[config.mk]
export PLATFORM = sky130hd
export DESIGN_NAME = sevenseg_mux
export DESIGN_NICKNAME = d
export VERILOG_FILES = /design/src/rtl/sevenseg_mux.sv
export SDC_FILE = /design/constraint.sdc
export NUM_CORES = 1
export LEC_CHECK = 0
export CORE_MARGIN = 1
export CORE_UTILIZATION = 52
export CTS_CLUSTER_DIAMETER = 30
export DETAILED_ROUTE_END_ITERATION = 6
export PLACE_DENSITY = 0.75
export RECOVER_POWER = 50
export SYNTH_ARGS = -nofsm -noshare
export SYNTH_HDL_FRONTEND = slang
export SYNTH_SLANG_ARGS = --single-unit
[constraint.sdc]
create_clock -name clk -period 3.37 [get_ports clk]
set_input_delay 0.674 -clock clk [delete_from_list [all_inputs] [get_ports clk]]
set_output_delay 0.674 -clock clk [all_outputs]
set_load 0.01 [all_outputs]
[src/rtl/sevenseg_mux.sv]
// Multiplexed common-anode seven-segment driver. Incoming BCD is double-buffered
// and reaches the display only at a frame boundary. Adds leading-zero blanking,
// per-digit decimal points and an anti-ghosting blank at the start of each slot.
module sevenseg_mux #(
  parameter int DIGITS         = 8,
  parameter int CLKS_PER_DIGIT = 100000,
  parameter int BLANK_CLKS     = 1000
) (
  input  logic                  clk,
  input  logic                  resetn,
  input  logic [DIGITS*4-1:0]   BCD,
  input  logic                  BCD_VALID,
  input  logic [DIGITS-1:0]     DP_MASK,
  input  logic                  LZ_BLANK,
  output logic [DIGITS-1:0]     ANODE,
  output logic [7:0]            CATHODE
);

  localparam int CNT_W = $clog2(CLKS_PER_DIGIT);
  localparam int IDX_W = (DIGITS > 1) ? $clog2(DIGITS) : 1;
  localparam logic [CNT_W-1:0] CNT_LAST  = CNT_W'(CLKS_PER_DIGIT - 1);
  localparam logic [CNT_W-1:0] BLANK_END = CNT_W'(BLANK_CLKS);
  localparam logic [IDX_W-1:0] IDX_LAST  = IDX_W'(DIGITS - 1);

  logic [CNT_W-1:0]    slot_cnt;
  logic [IDX_W-1:0]    digit_idx;
  logic [DIGITS*4-1:0] shadow_bcd, active_bcd;
  logic [DIGITS-1:0]   shadow_dp, active_dp;
  logic                pending;

  logic                slot_wrap, frame_wrap, blank_now;
  logic [3:0]          nyb;
  logic                dp_on, lz_hit, run_zero;
  logic [DIGITS-1:0]   upper_zero;
  logic [7:0]          seg_full;

  assign slot_wrap  = (slot_cnt == CNT_LAST);
  assign frame_wrap = slot_wrap && (digit_idx == IDX_LAST);
  assign blank_now  = (slot_cnt < BLANK_END);

  // upper_zero[i]: active nybbles i..DIGITS-1 are all zero
  always_comb begin
    run_zero   = 1'b1;
    upper_zero = '0;
    for (int i = DIGITS - 1; i >= 0; i--) begin
      run_zero      = run_zero & (active_bcd[i*4 +: 4] == 4'd0);
      upper_zero[i] = run_zero;
    end
  end

  always_comb begin
    nyb    = 4'd0;
    dp_on  = 1'b0;
    lz_hit = 1'b0;
    for (int i = 0; i < DIGITS; i++) begin
      if (digit_idx == IDX_W'(i)) begin
        nyb    = active_bcd[i*4 +: 4];
        dp_on  = active_dp[i];
        lz_hit = upper_zero[i] && (i != 0);
      end
    end
  end

  always_comb begin
    seg_full = 8'hBF;
    case (nyb)
      4'd0:    seg_full = 8'hC0;
      4'd1:    seg_full = 8'hF9;
      4'd2:    seg_full = 8'hA4;
      4'd3:    seg_full = 8'hB0;
      4'd4:    seg_full = 8'h99;
      4'd5:    seg_full = 8'h92;
      4'd6:    seg_full = 8'h82;
      4'd7:    seg_full = 8'hF8;
      4'd8:    seg_full = 8'h80;
      4'd9:    seg_full = 8'h90;
      default: seg_full = 8'hBF;
    endcase
  end

  always_ff @(posedge clk) begin
    if (!resetn) begin
      slot_cnt   <= '0;
      digit_idx  <= '0;
      shadow_bcd <= '0;
      shadow_dp  <= '0;
      active_bcd <= '0;
      active_dp  <= '0;
      pending    <= 1'b0;
      ANODE      <= '1;
      CATHODE    <= 8'hFF;
    end else begin
      slot_cnt <= slot_wrap ? '0 : slot_cnt + 1'b1;
      if (slot_wrap)
        digit_idx <= (digit_idx == IDX_LAST) ? '0 : digit_idx + 1'b1;

      // Transfer takes the old shadow; a strobe on the same edge stays pending.
      if (frame_wrap && pending) begin
        active_bcd <= shadow_bcd;
        active_dp  <= shadow_dp;
        pending    <= 1'b0;
      end
      if (BCD_VALID) begin
        shadow_bcd <= BCD;
        shadow_dp  <= DP_MASK;
        pending    <= 1'b1;
      end

      if (blank_now) begin
        ANODE   <= '1;
        CATHODE <= 8'hFF;
      end else begin
        ANODE   <= ~(DIGITS'(1) << digit_idx);
        CATHODE <= {~dp_on, (LZ_BLANK && lz_hit) ? 7'h7F : seg_full[6:0]};
      end
    end
  end

endmodule
==> Word-level counts from Yosys, hierarchy flattened <==
Memories as Yosys holds them, arrays and structs flattened. A register that Yosys moved wholly into a read port is not among the register bits.
Cells that the tools add are included.
{ "totals": {"regBits": 110, "latch_bits": 0, "ramBits": 0, "mem_bits_ro": 112, "input_bits": 44, "out_inout_bits": 16, "elab_cells": 72, "n_memories": 1} }
{ "memory_table": {"columns": ["name", "depth", "width", "read_ports", "rd_clocked_by_memory_dff", "wr", "line", "source"], "rows": [
  ["(no name shown)", 16, 7, 1, 1, 0, "66", "case (nyb)"]
]} }
{ "classes": {"n_addsub": 2, "n_mul": 0, "div": 0, "order_cmp": 1, "eq_ne": 8, "shift": 1, "mux": 26, "bitwise": 9, "n_reduce_logical": 15} }
{ "op_table": {"columns": ["cell", "n"], "rows": [
  ["two-way mux 4 bit", 8],
  ["logical NOT 4 bit", 7],
  ["adder 17 x 1 -> 17 bit (second input constant)", 1],
  ["equality test 17 bit (second input constant)", 1],
  ["less-than comparator 17 x 10 -> 1 bit (second input constant)", 1],
  ["two-way mux 1 bit", 17],
  ["equality test 3 bit (second input constant)", 4],
  ["inverter 8 bit", 1],
  ["left shift 1 x 3 -> 8 bit (first input constant)", 1],
  ["AND 1 bit", 6],
  ["equality test 3 x 2 -> 1 bit (second input constant)", 2],
  ["OR reduction 2 bit", 2],
  ["adder 3 x 1 -> 3 bit (second input constant)", 1],
  ["equality test 3 x 1 -> 1 bit (second input constant)", 1],
  ["logical AND 1 bit", 3],
  ["logical NOT 3 bit", 1],
  ["two-way mux 3 bit", 1],
  ["OR reduction 3 bit", 1],
  ["inverter 1 bit", 2],
  ["nonzero test 2 bit", 1]
]} }

==> Longest topological paths before layout <==
Gate-level depths: netlist of run 1.
{ "depth": {"depth_word": 16, "ltp_mapped": 14, "mapped_depth_nobuf": 11} }

==> Worst setup path after synthesis of run 1 <==
OpenSTA, ideal clock, no wires.
{ "synth_timing": {"kind": "flip-flop to flip-flop", "startpoint": "reg digit_idx[2]", "endpoint": "reg CATHODE[5]", "setup_ps": 95, "t_arrival_ps": 2453, "required_time_ps": 3275, "path_slack_ps": 821, "stages_incl_launch_ff": 14, "n_path_buf": 2, "synth_period_minus_slack_ps": 2549, "cell_sequence": "dfxtp_1 > buf_6 > inv_2 > ha_1 > buf_2 > nor2_1 > a32oi_1 > o22a_1 > o31ai_1 > inv_1 > ha_1 > inv_1 > nor2_1 > o311ai_1"} }
{ "synth_via": {"elab_chain_len": 10, "elab_cells_between_ends": 25, "cone_classes": "eq/ne: 7; mux: 15; reduce/logical: 3"} }
{ "synth_lines": {"columns": ["item", "line", "source"], "rows": [
  ["start, declared", "26", "logic [IDX_W-1:0] digit_idx;"],
  ["start signal, assigned", "95", "digit_idx <= (digit_idx == IDX_LAST) ? '0 : digit_idx + 1'b1;"],
  ["equality test 3 x 1 -> 1 bit", "56", "if (digit_idx == IDX_W'(i)) begin"],
  ["two-way mux 1 bit (7 in series)", "56", null],
  ["logical AND 1 bit", "114", "CATHODE <= {~dp_on, (LZ_BLANK && lz_hit) ? 7'h7F : seg_full[6:0]};"],
  ["OR reduction 3 bit (no source line)", null, null],
  ["end, declared", "16", "output logic [7:0] CATHODE"]
]} }
Parallel ways exist; a longest one is shown, timed or not.
A chain may end at the register's enable or synchronous reset.

==> Final worst setup path of run 1 <==
{ "layout_timing": {"startpoint": "reg digit_idx[0]", "endpoint": "reg CATHODE[5]"} }
The elaborated chain is that of the path after synthesis.

==> metrics, run 1 <==
Pwr Total=3250 uW; antenna cells=0; CP required=approximately 3800 ps; ys async rst share=0%; IO Pins=60; die height=102 um; # DRC=0; Synth Cell Area=5180 sq um; first-pass detailed-route iteration total=4; area share of the largest cell type after synthesis=a little under half; Gate Count Post-Synth=517; Post-synth EDFFs=0; Die Wd=between 100 and 150 um; DR WL/cell=14.6 um; number of H-tree levels=4; Die Area=slightly above 10000 sq um; CP top delay family=compound AO/OA/AOI/OAI gates; total clock sinks=117; initial antenna violation count=0; Critical Path Fanout Max=11; Port Buffer Count=59; top post-synthesis cells by count=dfxtp_1 (117), nor2b_1 (88), mux2i_1 (81); Net count, final=625; Buf+Inv Stages, Crit Path=2; part of the Yosys area used for sequential elements=45.2%; Seq cells post-synth=~120; Setup crit end=CATHODE[5]; # rows=36; Synth Flop Type=dfxtp_1; CP max stage cell=o31ai_1; Worst-Margin Slew=1390 ps; global-route wire length before repair=17.1 mm; RSZ-0062 raised after global routing=no; GRT Util Overall=between 20% and 30%; Fin. Hold Viols=0; clk_lat worst skew=510 ps; CTS tree=yes; area occupied by multi-input gates=2610 sq um; Worst R2R Path Depth=11; clock slew at reported path FFs=roughly 60 ps; share of post-route cells with drive strength above 1=8.08%; Fillers=827; area grow syn2layout=22.3%; Core Util, Final=65.1%; TNS Setup=0 ps; # hold bufs at CTS=0; Num CTS Buffers=17; critical-path cell list=ha_1 > ha_1 > nor2_1 > a32oi_1 > o22a_1 > o31ai_1 > inv_1 > ha_1 > inv_1 > nor2_1 > o311ai_1; PwrDens=slightly above 500 nW/um^2; Setup Buffers After CTS=0; clk root buf=clkbuf_8; Reg2Reg Setup Slack=between 500 and 600 ps; Synth area leaders=dfxtp_1 (45%), mux2i_1 (16%), nor2b_1 (11%), ha_1 (2.9%), nand2_1 (2.2%); Post-DRT Antenna Nets=0; HP Class=reg2reg; GP Congestion=0.851; largest net degree at the start of global routing=49; FF-to-FF End=CATHODE[5]; Slew headroom=7.27%; cell total after placement=683; cell taking the most area after synthesis=dfxtp_1; final slew viol count=0; min Tclk post-route=2830 ps; top-count cell post-synth=dfxtp_1; Crit. Startpoint=digit_idx[0]; DP HPWL=between 7 and 8 mm; Setup Crit Path Kind=reg2reg; crit-path max cell delay=500 ps; CTS max path bufs=2; Max-cap violations=0; Tcrit/Tclk final=83.9%; crit start category=flip-flop; CTS-repair resized insts=0; routed wire length=10.4 mm; flip-flop and latch area=between 2000 and 2500 sq um; CP arrival=3230 ps; Setup-failing EPs final=0; post-synth cell types=57; CP endpoint kind=flip-flop; skew final=14.1 ps; CP dominant cell by count=ha_1; initial core utilization=53.2%; initial DRC count=135; critical path depth in cells=11; maximum clock rate=354 MHz; YS warnings=0; non-filler cells, final=715; via/cell ratio=5.28; Peak supply drop=approximately 450 uV; Core Box Area=9730 sq um; GRT Residual Overflow=0; vias in the first global route=3631; worst reg2reg path startpoint=digit_idx[0]; Avg Cell Area, Syn=roughly 10 sq um; outcome=finished, final reports clean; via count=3772; syn nets=573; leak pwr=between 0.002 and 0.003 uW
[final cells by class]
type | instances | area share, %
clock buffer | 20 | 6.72
clock inverter | 12 | 2.09
inverter | 11 | 0.652
multi-input combinational | 358 | 41.3
sequential | 117 | 37.0
tap | 133 | 2.63
timing repair buffer | 64 | 9.66
[worst min path at each step]
stage	startpoint	to	slack (ps)	cells after the start
detailed placement	slot_cnt[0]	slot_cnt[0]	460	1
finish	slot_cnt[0]	slot_cnt[0]	480	1
global placement	slot_cnt[0]	slot_cnt[0]	440	1
global route	slot_cnt[0]	slot_cnt[0]	510	1
floorplan	slot_cnt[0]	slot_cnt[0]	430	1
CTS	slot_cnt[0]	slot_cnt[0]	480	1
[layout by cell type, fill, tap and decap left out, drive strengths merged, types with 6 or more instances in the layout]
| master | count |
|---|---|
| nand3 | 7 |
| o21ai | 15 |
| a221oi | 6 |
| nor2 | 26 |
| a21oi | 7 |
| dlygate4sd3 | 12 |
| clkinv | 7 |
| inv | 11 |
| dfxtp | 117 |
| clkdlybuf4s50 | 45 |
| ha | 12 |
| nor4 | 8 |
| nand2 | 30 |
| xor2 | 9 |
| clkbuf | 23 |
| nor2b | 88 |
| nand2b | 6 |
| mux2i | 81 |
[per-stage QoR]
step           area [sq um]  hold WS (ps)  worst slack [ps]
6_report               6330           477               542
5_1_grt                6330           514               285
4_1_cts                6340           476               525
3_5_place_dp           5780           461               554
3_3_place_gp           5780           442               726
2_1_floorplan          5180           430               821
[metal layers]
layer / GRT usage, % / vias to the layer above / wire, um
met4: 10.4 / 0 / 153
met3: 6.21 / 15 / 334
met1: 26.3 / 1777 / 4800
met5: 0 / - / 0
li1: - / 1901 / -
met2: 35.8 / 79 / 5130
[logic make-up after synthesis]
family	after synthesis	synth area share, %
and+or+nand+nor	193	21.1
DFF	117	45.2
muxes	81	15.7
AOI/OAI and AO/OA	58	8.48
buffers and inverters	42	4.32
xor gates and xnor gates	14	2.37
adders and majority gates	12	2.90
[power by group]
part | total (uW) | internal (uW) | leakage, uW | switching, uW
sequential | 1440 | 1420 | 0.000952 | 19.0
combinational | 144 | 92.0 | 0.00140 | 51.6
clock | 1670 | 1050 | 0.000265 | 620
total | 3250 | 2560 | 0.00262 | 691
[flip-flops by register name, indices dropped and copies added, names as in the netlist]
signal,count
digit_idx,3
slot_cnt,17
active_dp,8
pending,1
active_bcd,32
CATHODE,8
ANODE,8
shadow_bcd,32
shadow_dp,8
Note: power is estimated with default switching activity, not from simulation.
==> inputs of run 2 (changes only) <==
clock period = 2.7 ns   (was 3.37 ns; I/O delays follow)
==> run 2 against run 1 <==
Largest cell class unchanged. Critical path depth stayed put. Die area stayed put. Design area is 3.0% higher. Clock power is 48% higher. Critical path type unchanged.
==> metrics, run 2 (same netlist as run 1, synthesis figures left out) <==
worst reg2reg path startpoint=digit_idx[0]; Net count, final=635; leading cell type in the layout, fill and taps excluded=dfxtp_1; combinational share of power=4.0%; Max-cap violations=0; vias in the first global route=3692; TNS Setup=0 ps; Reg2Reg Setup Slack=200 ps; clk_lat worst skew=530 ps; # rows=36; Core Box Area=slightly below 10000 sq um; CTS max path bufs=2; CP arrival=between 2000 and 3000 ps; initial DRC count=~120; share of post-route cells with drive strength above 1=approximately a tenth; met3 GRT Util=7.18%; GRT Util Overall=22.5%; Net Sw Frac=21.1%; M1 GR Usage=between 20% and 30%; Fin. Hold Viols=0; commonest non-fill, non-tap cells in the layout=dfxtp_1 (117), nor2b_1 (88), mux2i_1 (81); # DRC=0; Setup Buffers After CTS=0; Fillers=roughly 770; maximum clock rate=401 MHz; CP endpoint kind=flip-flop; IO Pins=60; top flop regs=active_bcd x32, shadow_bcd x32, slot_cnt x17; CTS tree=yes; CTS-repair resized insts=0; clk root buf=clkbuf_8; crit start category=flip-flop; Crit. Startpoint=digit_idx[0]; Final Cell Area=6520 sq um; Worst-Margin Slew=1370 ps; Setup-failing EPs final=0; power share of the clock group=55.7%; RSZ-0062 raised after global routing=no; Area after DPL=5880 sq um; initial core utilization=53.2%; min Tclk post-route=around 2500 ps; grt met2 use=between 30% and 40%; Critical Path Fanout Max=7; HP Class=reg2reg; GRT Residual Overflow=0; leak pwr=between 0.002 and 0.003 uW; Num CTS Buffers=17; Peak supply drop=roughly 450 uV; DR WL/cell=14.8 um; Setup Crit Path Kind=reg2reg; GP Congestion=0.826; via/cell ratio=between 5 and 6; Die Area=approximately 10000 sq um; most crowded layer after global routing=met2; internal power=3510 uW; number of H-tree levels=4; area grow syn2layout=25.9%; PwrDens=681 nW/um^2; largest net degree at the start of global routing=59; DP HPWL=7.40 mm; total clock sinks=117; Die Wd=102 um; worst hold path startpoint=slot_cnt[0]; die height=102 um; clock slew at reported path FFs=roughly 60 ps; CP required=3100 ps; # hold bufs at CTS=0; antenna cells=0; via count=3806; first-pass detailed-route iteration total=4; routed wire length=10.8 mm; outcome=finished, final reports clean; Slew headroom=9.00%; global-route wire length before repair=17.7 mm; initial antenna violation count=0; Post-DRT Antenna Nets=0; Tcrit/Tclk final=~92%; Port Buffer Count=59; sequential share of power=between 40% and 50%; final slew viol count=0; Sw Pwr=approximately 940 uW; skew final=13.9 ps
## run 2: changes by cell type in the layout (fill, tap and decap cells not counted), moves of 2 or more
cell / change
buf_4: +8
bufinv_16: +3
clkinv_2: -2
inv_6: +3
## run 2: routing by layer
layer  wire length (um)  share of wire [%]
met1               4900                 46
met2               5230                 49
met3                427                4.0
met4                197                1.8
met5                  0                  0
## run 2: area by class of cell
type / count / area [sq um] / share of cell area, %
timing repair buffer: 74 / 694 / 10.6
sequential: 117 / 2340 / 35.9
multi-input combinational: 358 / 2630 / 40.3
clock buffer: 18 / 428 / 6.56
clock inverter: 14 / 223 / 3.41
tap: 133 / 166 / 2.55
inverter: 11 / 41.3 / 0.633
## run 2: metrics by stage
| step | setup WS (ps) | util (%) | std cells | hold slack [ps] | total power, uW |
|---|---|---|---|---|---|
| after CTS | 85.1 | 67.1 | 725 | 469 | 4480 |
| after global placement | 248 | 60.5 | 693 | 442 | 2010 |
| final | 204 | 67.1 | 725 | 466 | 4440 |
| after detailed placement | 119 | 60.5 | 693 | 454 | 2010 |
| after global routing | 52.8 | 67.1 | 725 | 492 | 4580 |
| after floorplan | 151 | - | 517 | 430 | 1920 |
## run 2: path summary, 6_finish.rpt
path	cells past startpoint	to
worst max-delay path	11	CATHODE[4]
worst min-delay path	1	slot_cnt[0]
worst max register to register	11	CATHODE[4]
worst min register to register	1	slot_cnt[0]
## run 2: worst max-delay path, cell delays in order (launching register included)
cell,delay (ps)
dfxtp_1,400
inv_1,90
ha_1,290
and2b_1,240
a221oi_2,300
o2111ai_1,170
and3_2,280
inv_1,130
ha_1,160
inv_1,50
o21ai_1,150
o211ai_2,100
## run 2: power by group through the flow
stage               logic, uW  registers, uW  clock network (uW)
detailed placement        183           1830                   0
global placement          177           1830                   0
CTS                       183           1790                2500
floorplan                 103           1820                   0
global route              196           1800                2590
finish                    179           1790                2470
